<file path="src/rtl/alu_div.sv">
// Multi-cycle radix-2 restoring divider for DIV/DIVU. It produces one quotient bit
// per cycle and presents the remainder on o_hi and the quotient on o_lo for the HI/LO write.
module alu_div #(
    parameter int WIDTH = 32
) (
    input  logic             clk,
    input  logic             rst,
    input  logic             start,
    input  logic             signed_op,
    input  logic [WIDTH-1:0] dividend,
    input  logic [WIDTH-1:0] divisor,
    input  logic             cancel,
    output logic             o_stall,
    output logic             o_busy,
    output logic             o_we,
    output logic [WIDTH-1:0] o_hi,
    output logic [WIDTH-1:0] o_lo
);
    localparam int CW = $clog2(WIDTH) + 1;
    localparam logic [CW-1:0] LAST = CW'(WIDTH - 1);

    localparam logic [1:0] IDLE = 2'd0;
    localparam logic [1:0] CALC = 2'd1;
    localparam logic [1:0] DONE = 2'd2;

    logic [1:0]       state_q, state_d;
    logic [CW-1:0]    cnt_q, cnt_d;
    logic [WIDTH-1:0] dq_q, dq_d;    // dividend bits shift out of the top, quotient bits shift in at the bottom
    logic [WIDTH-1:0] rem_q, rem_d;
    logic [WIDTH-1:0] dsr_q, dsr_d;
    logic             sgn_q, sgn_d;
    logic             qsign_q, qsign_d;
    logic             rsign_q, rsign_d;
    logic [WIDTH-1:0] hi_q, hi_d;
    logic [WIDTH-1:0] lo_q, lo_d;

    logic [WIDTH-1:0] abs_dvd, abs_dsr;
    logic [WIDTH:0]   rem_sh;
    logic             ge;
    logic [WIDTH-1:0] rem_new, quo_new;

    always_comb begin
        abs_dvd = (signed_op && dividend[WIDTH-1]) ? -dividend : dividend;
        abs_dsr = (signed_op && divisor[WIDTH-1])  ? -divisor  : divisor;
        rem_sh  = {rem_q, dq_q[WIDTH-1]};
        ge      = (rem_sh >= {1'b0, dsr_q});
        // The result is smaller than the divisor, so the truncated difference is exact.
        rem_new = ge ? (rem_sh[WIDTH-1:0] - dsr_q) : rem_sh[WIDTH-1:0];
        quo_new = {dq_q[WIDTH-2:0], ge};
    end

    always_comb begin
        state_d = state_q;
        cnt_d   = cnt_q;
        dq_d    = dq_q;
        rem_d   = rem_q;
        dsr_d   = dsr_q;
        sgn_d   = sgn_q;
        qsign_d = qsign_q;
        rsign_d = rsign_q;
        hi_d    = hi_q;
        lo_d    = lo_q;
        case (state_q)
            IDLE: begin
                if (start && !cancel) begin
                    if (divisor == '0) begin
                        state_d = DONE;
                        lo_d    = '1;
                        hi_d    = dividend;
                    end else begin
                        state_d = CALC;
                        cnt_d   = '0;
                        dq_d    = abs_dvd;
                        dsr_d   = abs_dsr;
                        rem_d   = '0;
                        sgn_d   = signed_op;
                        qsign_d = dividend[WIDTH-1] ^ divisor[WIDTH-1];
                        rsign_d = dividend[WIDTH-1];
                    end
                end
            end
            CALC: begin
                if (cancel) begin
                    state_d = IDLE;
                end else begin
                    dq_d  = quo_new;
                    rem_d = rem_new;
                    cnt_d = cnt_q + 1'b1;
                    if (cnt_q == LAST) begin
                        state_d = DONE;
                        lo_d    = (sgn_q && qsign_q) ? -quo_new : quo_new;
                        hi_d    = (sgn_q && rsign_q) ? -rem_new : rem_new;
                    end
                end
            end
            DONE:    state_d = IDLE;
            default: state_d = IDLE;
        endcase
    end

    always_ff @(posedge clk or negedge rst) begin
        if (!rst) begin
            state_q <= IDLE;
            cnt_q   <= '0;
            dq_q    <= '0;
            rem_q   <= '0;
            dsr_q   <= '0;
            sgn_q   <= 1'b0;
            qsign_q <= 1'b0;
            rsign_q <= 1'b0;
            hi_q    <= '0;
            lo_q    <= '0;
        end else begin
            state_q <= state_d;
            cnt_q   <= cnt_d;
            dq_q    <= dq_d;
            rem_q   <= rem_d;
            dsr_q   <= dsr_d;
            sgn_q   <= sgn_d;
            qsign_q <= qsign_d;
            rsign_q <= rsign_d;
            hi_q    <= hi_d;
            lo_q    <= lo_d;
        end
    end

    // The stall drops in DONE so the instruction advances while the write is presented.
    assign o_stall = ((state_q == IDLE) && start && !cancel) || (state_q == CALC);
    assign o_busy  = (state_q != IDLE);
    assign o_we    = (state_q == DONE) && !cancel;
    assign o_hi    = hi_q;
    assign o_lo    = lo_q;

endmodule
</file>
<file path="config.mk">
export PLATFORM = sky130hd
export DESIGN_NAME = alu_div
export DESIGN_NICKNAME = d
export VERILOG_FILES = /design/src/rtl/alu_div.sv
export SDC_FILE = /design/constraint.sdc
export NUM_CORES = 1
export LEC_CHECK = 0
export ABC_CLOCK_PERIOD_IN_PS = 5800
export CAP_MARGIN = 5
export CORE_UTILIZATION = 58
export DETAILED_ROUTE_END_ITERATION = 10
export PLACE_DENSITY_LB_ADDON = 0.08
export SLEW_MARGIN = 20
export SYNTH_ARGS = -nofsm -noshare
export SYNTH_HDL_FRONTEND = slang
export SYNTH_SLANG_ARGS = --single-unit
</file>
<file path="constraint.sdc">
create_clock -name clk -period 5.8 [get_ports clk]
set_input_delay 1.16 -clock clk [delete_from_list [all_inputs] [get_ports clk]]
set_output_delay 1.16 -clock clk [all_outputs]
set_load 0.02 [all_outputs]
</file>
==> results of run 1 <==
-- layout make-up --
class | count | area (sq um)
tap | 275 | 344
multi-input combinational | 1234 | 7620
clock buffer | 18 | 429
clock inverter | 14 | 159
fill | 1807 | 6560
timing repair buffer | 151 | 1500
inverter | 52 | 195
sequential | 171 | 4280
-- registers in the layout (all words and copies together), names as in the netlist --
| register | cells |
|---|---|
| state_q | 2 |
| rsign_q | 1 |
| rem_q | 32 |
| o_lo | 32 |
| qsign_q | 1 |
| o_hi | 32 |
| cnt_q | 6 |
| dsr_q | 32 |
| sgn_q | 1 |
| dq_q | 32 |
-- routing by layer --
metal | vias up | global-route usage
met5 | - | 0
met4 | 0 | 0.176
met3 | 78 | 0.0365
met2 | 483 | 0.557
met1 | 5777 | 0.439
li1 | 5767 | -
-- worst paths after layout --
kind	cells after the start	end
max	16	o_hi[30]
min in group asynchronous	1	o_lo[7]
max in group asynchronous	2	dsr_q[18]
max reg2reg	16	o_hi[30]
min	1	cnt_q[5]
min reg2reg	1	cnt_q[5]
-- worst reg2reg max path, stage by stage (launching register included) --
cell	delay, ns
dfrtp_1	0.44
ha_1	0.56
nand4_1	0.28
nor3_1	0.26
a21boi_1	0.44
o311ai_2	0.18
buf_4	0.20
nand2_4	0.08
inv_1	0.06
mux2i_1	0.29
ha_1	0.32
nand3_1	0.14
o32ai_2	0.48
and2_1	0.34
nand2_1	0.11
o2111a_1	0.27
a311oi_1	0.25
-- logic make-up after synthesis --
family | after synthesis | share of synthesized area
muxes | 34 | 0.0279
buffers and inverters | 145 | 0.0484
AOI/OAI and AO/OA | 507 | 0.252
and+or+nand+nor | 529 | 0.202
DFF | 171 | 0.343
adders and majority gates | 38 | 0.0387
xor gates and xnor gates | 126 | 0.0884
-- through the flow --
step,power (W),utilization
3_3_place_gp,0.00253,0.660
3_5_place_dp,0.00255,0.660
4_1_cts,0.00369,0.688
2_1_floorplan,0.00220,-
5_1_grt,0.00389,0.689
6_report,0.00372,0.689
-- power groups by stage --
| stage | combinational (W) | sequential (W) | clock, W |
|---|---|---|---|
| after floorplan | 0.000831 | 0.00137 | 0 |
| after global placement | 0.00113 | 0.00140 | 0 |
| after detailed placement | 0.00115 | 0.00141 | 0 |
| after CTS | 0.00115 | 0.00139 | 0.00116 |
| after global routing | 0.00129 | 0.00140 | 0.00121 |
| final | 0.00117 | 0.00139 | 0.00116 |
-- placed cells by master, fill, tap and decap left out, types with 6 or more instances in the layout --
master,instances
inv_1,51
or3_1,26
clkbuf_16,17
o211ai_1,6
a41oi_1,10
nor3_1,32
mux2i_1,28
xnor2_1,72
o21ai_0,164
mux2_2,6
a21oi_1,153
nor4_1,13
a21o_1,12
ha_1,37
buf_4,14
nor2_1,138
dfrtp_1,171
o41ai_1,10
nand3_1,27
o31ai_1,19
nand2_1,179
a211oi_1,13
nand4_1,21
a31oi_1,44
clkdlybuf4s50_1,134
xor2_1,54
nand2b_1,8
or4_1,14
and2_1,14
and3_1,24
==> out/metrics.cfg, run 1 <==
[route]
firstDrtPassIters = 5
met2_length_mm = 17.5
routed.top_layer = met4
ant_nets = 0
routed_wl_mm = 37.0
m1WireLength_mm = 15.6
drc_errors = 0
routed-via-count = 12100
wl_met3_mm = 2.19
avgViaCountPerCell = 6.32
drt_iter0_drc = 1026
wire_per_inst_um = 19.3

[layout]
layout.nets = 1734
antenna_cells = 0
fin_area_sq_um = 14500
area_delta_synth_final_pct = 16.4
layout-drive-gt1-share = 0.0530
final_cells = 1915

[setup_path]
cp.arrival_ns = 5.13
cp_max_fo = 11
cp_slowest_cell = ha_1
crit_top_cell = ha_1
cp_cell_sequence = ha_1, nand4_1, nor3_1, a21boi_1, o311ai_2, buf_4, nand2_4, inv_1, mux2i_1, ha_1, nand3_1, o32ai_2, and2_1, nand2_1, o2111a_1, a311oi_1
critPathCaptureType = flip-flop
worst-path-buf-inv = 2
worstSetupPathType = flip-flop to flip-flop
reg2reg_from = rem_q[6]
reg2reg_slack_ns = 1.01
path_delay_family = compound AO/OA/AOI/OAI gates
critPathLaunch = rem_q[6]
required_ns = 6.14
start_kind = flip-flop
critPathMaxStageDelay_ns = 0.56

[grt]
grt_max_degree = 89
grt_first_pass_wirelength_mm = 58.3
antenna_found_initial = 0
grt-ovfl-total = 0
groute.usage.overall = 0.338
grt_pass1_vias = 11200

[placed_design]
dpl_worst_slack_ns = 0.879
hpwl_mm = 28.0
gp_congestion = 0.936
dpl.cell_count = 1882
numPortBuffers = 135
dpl_cell_area_sq_um = 13900

[power_and_ir_drop]
p_per_area_nw_per_um2 = 256
intPower_w = 0.00233
combPwrFrac = 0.315
pwr-share-clk = 0.311
swShare = 0.373
p_switching_w = 0.00139
peakVddDrop_mv = 0.229
p_leak_nw = 6.07
pwr-share-seq = 0.374

[min_path]
hp-start = cnt_q[5]
hp-class = flip-flop to flip-flop

[synthesis]
synth_area_sq_um = 12500
synth_commonest_cells = 179 x nand2_1, 171 x dfrtp_1, 164 x o21ai_0
yosys.area.top_type_share = 0.343
synth-edff-count = 0
synthCells = 1550
synth.distinct_cells = 80
yosysSeqAreaShare = 0.343
synth_fp_nets = 1657
yosys_warnings = 0
yosysMostFrequentCell = nand2_1
async_flop_share = 1.00
ys_top_cells_by_area = dfrtp_1 34%, o21ai_0 6.6%, a21oi_1 6.1%, nand2_1 5.4%, xnor2_1 5.1%
syn_avg_cell_area_sq_um = 8.05
postSynthRegisterBits = 171
synth_area_leader_cell = dfrtp_1
synth_flop_cell = dfrtp_1

[timing]
clock_skew_ns = 0.0179
rsz0062_at_grt = no
period_needed_ns = 4.79
setup_tns_ns = 0
timing.final.crit_share = 0.825
fmax_mhz = 209
setup_viol = 0
slew_headroom = 0.358
fin_hold_ws_ns = 0.509
setup_slack_ns = 1.01
final_hold_viol_count = 0
worstMarginPinSlew_ns = 0.963
slew_viol_final = 0

[clocking]
cts.path.max_buffers = 2
cts_setup_buffers = 0
clk_pin_slew_worst_paths_ns = 0.08
insertion_delay_ns = 0.45
cts.repair.resized = 0
clkSinkCount = 171
cts_tree = done
holdBufCountCts = 0
clock-root-buffer = clkbuf_16
cts_buffers = 17
h-tree-depth = 4

[die]
dieArea_sq_um = 22100
die_h_um = 149
fp.coreArea_sq_um = 21100
pin_count = 136
rows = 53
start_util = 0.592
die_w_um = 149

[run_status]
status = completed

[job]
cap_violations = 0

Note: power is estimated with default switching activity, not from simulation.
==> run 2, diff against run 1 <==
- ABC_CLOCK_PERIOD_IN_PS: 5800 -> 4700
- clock period: 5.8 -> 4.7 ns (I/O delays scaled with it)
==> run 2 against run 1 <==
Core utilization up 0.80 points. Cell count up 0.68%. Combinational power grew 26%. Count of clock-buffer cells in the layout down 1.
==> out/metrics.cfg, run 2 (synthesized netlist as in run 1, its figures left out) <==
[route]
drt_iter0_drc = 948  ; -7.6%
wire_per_inst_um = 19.0  ; -1.7%
avgViaCountPerCell = 6.21  ; -1.7%
routed-via-count = 12000  ; -1.0%
ant_nets = 0  ; unchanged
firstDrtPassIters = 5  ; unchanged
drc_errors = 0  ; unchanged
routed_wl_mm = 36.6  ; -1.1%

[layout]
area_delta_synth_final_pct = 17.8
layout_common_cells = 179 x nand2_1, 171 x dfrtp_1, 164 x o21ai_0
final_common_cell = nand2_1
layout.nets = 1748  ; +0.81%
final_util = 0.697  ; +0.00801
layout-drive-gt1-share = 0.0617  ; +0.00866
antenna_cells = 0  ; unchanged

[timing]
setup_viol = 0  ; unchanged
period_needed_ns = 4.39  ; -0.397 ns
worstMarginPinSlew_ns = 0.992  ; +0.0292 ns
timing.final.crit_share = 0.934  ; +0.109
clock_skew_ns = 0.0155  ; -0.00238 ns
fmax_mhz = 228  ; +9.1%
fin_hold_ws_ns = 0.477  ; -0.0322 ns
final_hold_viol_count = 0  ; unchanged
slew_headroom = 0.338  ; -0.0195
slew_viol_final = 0  ; unchanged
rsz0062_at_grt = no
setup_tns_ns = 0  ; unchanged

[placed_design]
numPortBuffers = 135  ; unchanged
hpwl_mm = 27.6  ; -1.1%
gp_congestion = 0.906  ; -3.2%

[clocking]
clk_pin_slew_worst_paths_ns = 0.07  ; about the same
h-tree-depth = 4  ; unchanged
clock-root-buffer = clkbuf_16
clkSinkCount = 171  ; unchanged
cts_tree = done
insertion_delay_ns = 0.44  ; about the same
cts.path.max_buffers = 2  ; unchanged
cts_buffers = 17  ; unchanged

[job]
cap_violations = 0  ; unchanged

[power_and_ir_drop]
p_leak_nw = 6.17  ; +1.6%
peakVddDrop_mv = 0.283  ; +24%
p_per_area_nw_per_um2 = 318  ; +25%

[grt]
grt_first_pass_wirelength_mm = 58.1  ; -0.46%
grt_pass1_vias = 11100  ; -0.28%
groute.usage.overall = 0.336  ; -0.00211
grt_max_degree = 105  ; +18%
grt-ovfl-total = 0  ; unchanged
antenna_found_initial = 0  ; unchanged

[die]
rows = 53  ; unchanged
start_util = 0.592  ; unchanged
die_w_um = 149  ; unchanged
pin_count = 136  ; unchanged
dieArea_sq_um = 22100  ; unchanged
die_h_um = 149  ; unchanged
fp.coreArea_sq_um = 21100  ; unchanged

[setup_path]
cp_max_fo = 7  ; -4
critPathCaptureType = flip-flop
worstSetupPathType = flip-flop to flip-flop
reg2reg_slack_ns = 0.31  ; -0.70 ns
start_kind = flip-flop
cp.arrival_ns = 4.76  ; -0.37 ns
required_ns = 5.07  ; -1.07 ns

[min_path]
hp-class = flip-flop to flip-flop

[run_status]
status = completed

-- run 2: critical path, stage by stage, from the launching register on --
cell and delay [ns]:
dfrtp_1 0.43, inv_1 0.13, ha_1 0.19, inv_1 0.06, fa_1 0.41, a21oi_2 0.27, o211ai_1 0.27, a41oi_1 0.63
o31ai_1 0.17, xnor2_1 0.37, nand3_1 0.22, a211oi_4 0.44, a41oi_1 0.20, or4_1 0.45, nand3_1 0.09
-- run 2: final cells by class --
| cell class | count | area (sq um) |
|---|---|---|
| Clock buffer | 17 | 425 |
| Inverter | 52 | 195 |
| Clock inverter | 14 | 185 |
| Multi-Input combinational cell | 1234 | 7630 |
| Timing Repair Buffer | 165 | 1640 |
| Sequential cell | 171 | 4280 |
| Tap cell | 275 | 344 |
| Fill cell | 1700 | 6390 |
-- run 2: routing by layer --
metal,global-route usage,routed length (um)
met2,0.544,16900
met3,0.0390,2150
met4,0.159,1550
met1,0.449,16000
met5,0,0
-- run 2: what timing repair did --
| item | 4_1_cts | 5_1_grt |
|---|---|---|
| hold buffers | 0 | 0 |
| gates resized for setup | 0 | 1 |
| buffers inserted | 0 | 1 |
| endpoints found under the setup margin | 0 | 7 |
-- run 2: worst paths after layout --
| kind | startpoint | to | cells after the start |
|---|---|---|---|
| max | dq_q[31] | o_hi[25] | 14 |
| min | cnt_q[5] | cnt_q[5] | 1 |
| max reg2reg | dq_q[31] | o_hi[25] | 14 |
| min reg2reg | cnt_q[5] | cnt_q[5] | 1 |
| max in group asynchronous | rst | o_hi[30] | 2 |
| min in group asynchronous | rst | o_lo[5] | 1 |
-- run 2: stage by stage --
stage,total power (W),instances,worst slack [ns],cell area (sq um)
finish,0.00468,1928,0.310,14700
global route,0.00491,1928,0.00185,14700
CTS,0.00466,1927,0.255,14700
detailed placement,0.00318,1896,0.213,14100
global placement,0.00315,1896,0.279,14100
floorplan,0.00272,1550,0.336,12500
-- run 2: power breakdown --
part | total (W) | switching (W) | internal [W] | leakage (nW)
Combinational | 0.00147 | 0.000924 | 0.000549 | 3.60
Clock | 0.00149 | 0.000646 | 0.000847 | 0.294
Sequential | 0.00171 | 0.000121 | 0.00159 | 2.28
==> run 3, diff against run 2 <==
- PLACE_DENSITY: default -> 0.87
- PLACE_DENSITY_LB_ADDON: 0.08 -> default
- REMOVE_ABC_BUFFERS: default -> 1
==> run 3 against run 2 <==
Clock power hardly changed. Non-clock buffer count is 7 higher. Critical path depth is 1 higher. Wire length is 4.9% lower. Sequential share of layout area is 0.11 points lower. Global-route usage is 1.4 points lower. Flip-flop and latch count stayed put. Die area stayed put. Worst setup slack worse by 0.12 ns. Core utilization is 0.27 points higher. Largest cell class unchanged.
==> out/metrics.cfg, run 3 (synthesized netlist as in run 1, its figures left out) <==
[setup_path]
critPathMaxStageDelay_ns = 0.46  ; -0.17 ns
cp_max_fo = 8  ; +1
cp.arrival_ns = 4.86  ; +0.10 ns
critPathCaptureType = flip-flop
reg2reg_slack_ns = 0.19  ; -0.12 ns
cp_slowest_cell = a221o_1
cp_cell_sequence = ha_1, a21oi_4, o21ai_2, a221o_1, a221oi_4, nand2_4, inv_1, mux2i_1, ha_1, nand3_1, o32ai_2, and2_1, nand2_1, o2111a_1, a311oi_1
reg2reg_from = rem_q[23]
r2r-end = o_hi[30]
critPathLaunch = rem_q[23]
crit_top_cell = ha_1
worstSetupPathType = flip-flop to flip-flop
reg2reg_depth = 15  ; +1
start_kind = flip-flop
required_ns = 5.05  ; -0.02 ns
cp-endpoint = o_hi[30]

[layout]
multi_input_area_sq_um = 7630  ; about the same
area_delta_synth_final_pct = 18.2
final_common_cell = nand2_1
antenna_cells = 0  ; unchanged
layout.nets = 1755  ; +0.40%
layout_common_cells = 179 x nand2_1, 171 x dfrtp_1, 164 x o21ai_0
layout-drive-gt1-share = 0.0657  ; +0.00396
seq_area_sq_um = 4280  ; unchanged
fill_cells = 1647  ; -3.1%
final_cells = 1935  ; +0.36%

[route]
drc_errors = 0  ; unchanged
ant_nets = 0  ; unchanged
routed_wl_mm = 34.8  ; -4.9%
avgViaCountPerCell = 6.31  ; +1.5%
drt_iter0_drc = 963  ; +1.6%
routed-via-count = 12200  ; +1.9%
wire_per_inst_um = 18.0  ; -5.2%
firstDrtPassIters = 7  ; +2

[timing]
setup_tns_ns = 0  ; unchanged
fin_hold_ws_ns = 0.482  ; +0.00506 ns
slew_viol_final = 0  ; unchanged
worstMarginPinSlew_ns = 1.04  ; +0.0482 ns
rsz0062_at_grt = no
fmax_mhz = 222  ; -2.7%
slew_headroom = 0.305  ; -0.0338
setup_viol = 0  ; unchanged
final_hold_viol_count = 0  ; unchanged
period_needed_ns = 4.51  ; +0.121 ns
clock_skew_ns = 0.00704  ; -0.00849 ns
timing.final.crit_share = 0.960  ; +0.0256

[clocking]
clk_pin_slew_worst_paths_ns = 0.07  ; about the same
h-tree-depth = 4  ; unchanged
cts_buffers = 17  ; unchanged
insertion_delay_ns = 0.44  ; about the same
clock-root-buffer = clkbuf_16
clkSinkCount = 171  ; unchanged
cts.path.max_buffers = 2  ; unchanged
cts_tree = done
holdBufCountCts = 0  ; unchanged

[power_and_ir_drop]
power.total_w = 0.00465  ; -0.56%
pwr-share-clk = 0.320  ; about the same
pwr-share-seq = 0.367  ; about the same
p_per_area_nw_per_um2 = 315  ; -0.94%
intPower_w = 0.00300  ; +0.20%
combPwrFrac = 0.312  ; -0.003
swShare = 0.356  ; -0.00488
p_leak_nw = 6.21  ; +0.66%
p_switching_w = 0.00166  ; -1.9%
peakVddDrop_mv = 0.246  ; -13%

[placed_design]
gp_congestion = 0.914  ; +0.83%
dpl.cell_count = 1903  ; +0.37%
numPortBuffers = 135  ; unchanged
hpwl_mm = 25.9  ; -6.4%

[grt]
antenna_found_initial = 0  ; unchanged
grt_max_degree = 98  ; -6.7%
grt_first_pass_wirelength_mm = 56.4  ; -2.8%
grt_pass1_vias = 11400  ; +2.0%
grt-ovfl-total = 0  ; unchanged
groute.usage.overall = 0.322  ; -0.0138

[run_status]
status = completed

[die]
dieArea_sq_um = 22100  ; unchanged
pin_count = 136  ; unchanged
fp.coreArea_sq_um = 21100  ; unchanged
rows = 53  ; unchanged
die_h_um = 149  ; unchanged
start_util = 0.592  ; unchanged
die_w_um = 149  ; unchanged

[job]
cap_violations = 0  ; unchanged

[min_path]
hp-class = flip-flop to flip-flop

-- run 3: changes by cell type in the layout (fill, tap and decap cells not counted) --
cell | before | now
a2111oi_0 | 1 | 0
a2111oi_1 | 0 | 1
a21oi_1 | 152 | 153
a21oi_2 | 3 | 2
a221oi_1 | 2 | 1
a221oi_2 | 0 | 1
buf_4 | 25 | 32
clkinv_4 | 3 | 2
inv_6 | 3 | 4
-- run 3: what timing repair did --
item / in CTS / in global routing
endpoints found under the setup margin: 0 / 11
buffers inserted: 0 / 1
gates resized for setup: 0 / 2
-- run 3: per-stage QoR --
| step | instance area, sq um | util | worst slack (ns) |
|---|---|---|---|
| 2_1_floorplan | 12100 | - | -3.98 |
| 3_3_place_gp | 14100 | 0.670 | 0.0886 |
| 3_5_place_dp | 14100 | 0.670 | 0.0136 |
| 4_1_cts | 14700 | 0.699 | 0.137 |
| 5_1_grt | 14800 | 0.700 | 0.0214 |
| 6_report | 14800 | 0.700 | 0.189 |
-- run 3: layer usage --
metal / track usage / share of wire / up-vias / routed length [um]
li1: - / - / 5810 / -
met1: 0.434 / 0.42 / 5728 / 14800
met2: 0.523 / 0.47 / 581 / 16300
met3: 0.0454 / 0.076 / 88 / 2650
met4: 0.128 / 0.031 / 0 / 1090
met5: 0 / 0 / - / 0
-- run 3: critical path, delay by kind of cell, from the launching register on --
kind | cells | cell delay [ns]
AOI/OAI and AO/OA | 7 | 2.08
and+or+nand+nor | 4 | 0.69
adders and majority gates | 2 | 0.68
DFF | 1 | 0.44
muxes | 1 | 0.37
buffers and inverters | 1 | 0.16
-- run 3: worst min-delay path by stage --
stage | to | startpoint | depth (start not counted)
floorplan | cnt_q[5] | cnt_q[5] | 1
global placement | cnt_q[5] | cnt_q[5] | 1
detailed placement | cnt_q[5] | cnt_q[5] | 1
CTS | cnt_q[5] | cnt_q[5] | 1
global route | cnt_q[5] | cnt_q[5] | 1
finish | cnt_q[5] | cnt_q[5] | 1
-- run 3: layout make-up --
cell class                      instances  area share
Tap cell                              275      0.0233
Sequential cell                       171       0.290
Multi-Input combinational cell       1234       0.517
Clock inverter                         14      0.0126
Inverter                               52      0.0132
Timing Repair Buffer                  172       0.115
Clock buffer                           17      0.0288
-- run 3: power groups by stage --
stage | clock network [W] | registers (W) | logic (W)
finish | 0.00149 | 0.00171 | 0.00145
global route | 0.00155 | 0.00173 | 0.00160
CTS | 0.00149 | 0.00171 | 0.00142
detailed placement | 0 | 0.00173 | 0.00141
global placement | 0 | 0.00173 | 0.00136
floorplan | 0 | 0.00170 | 0.000987
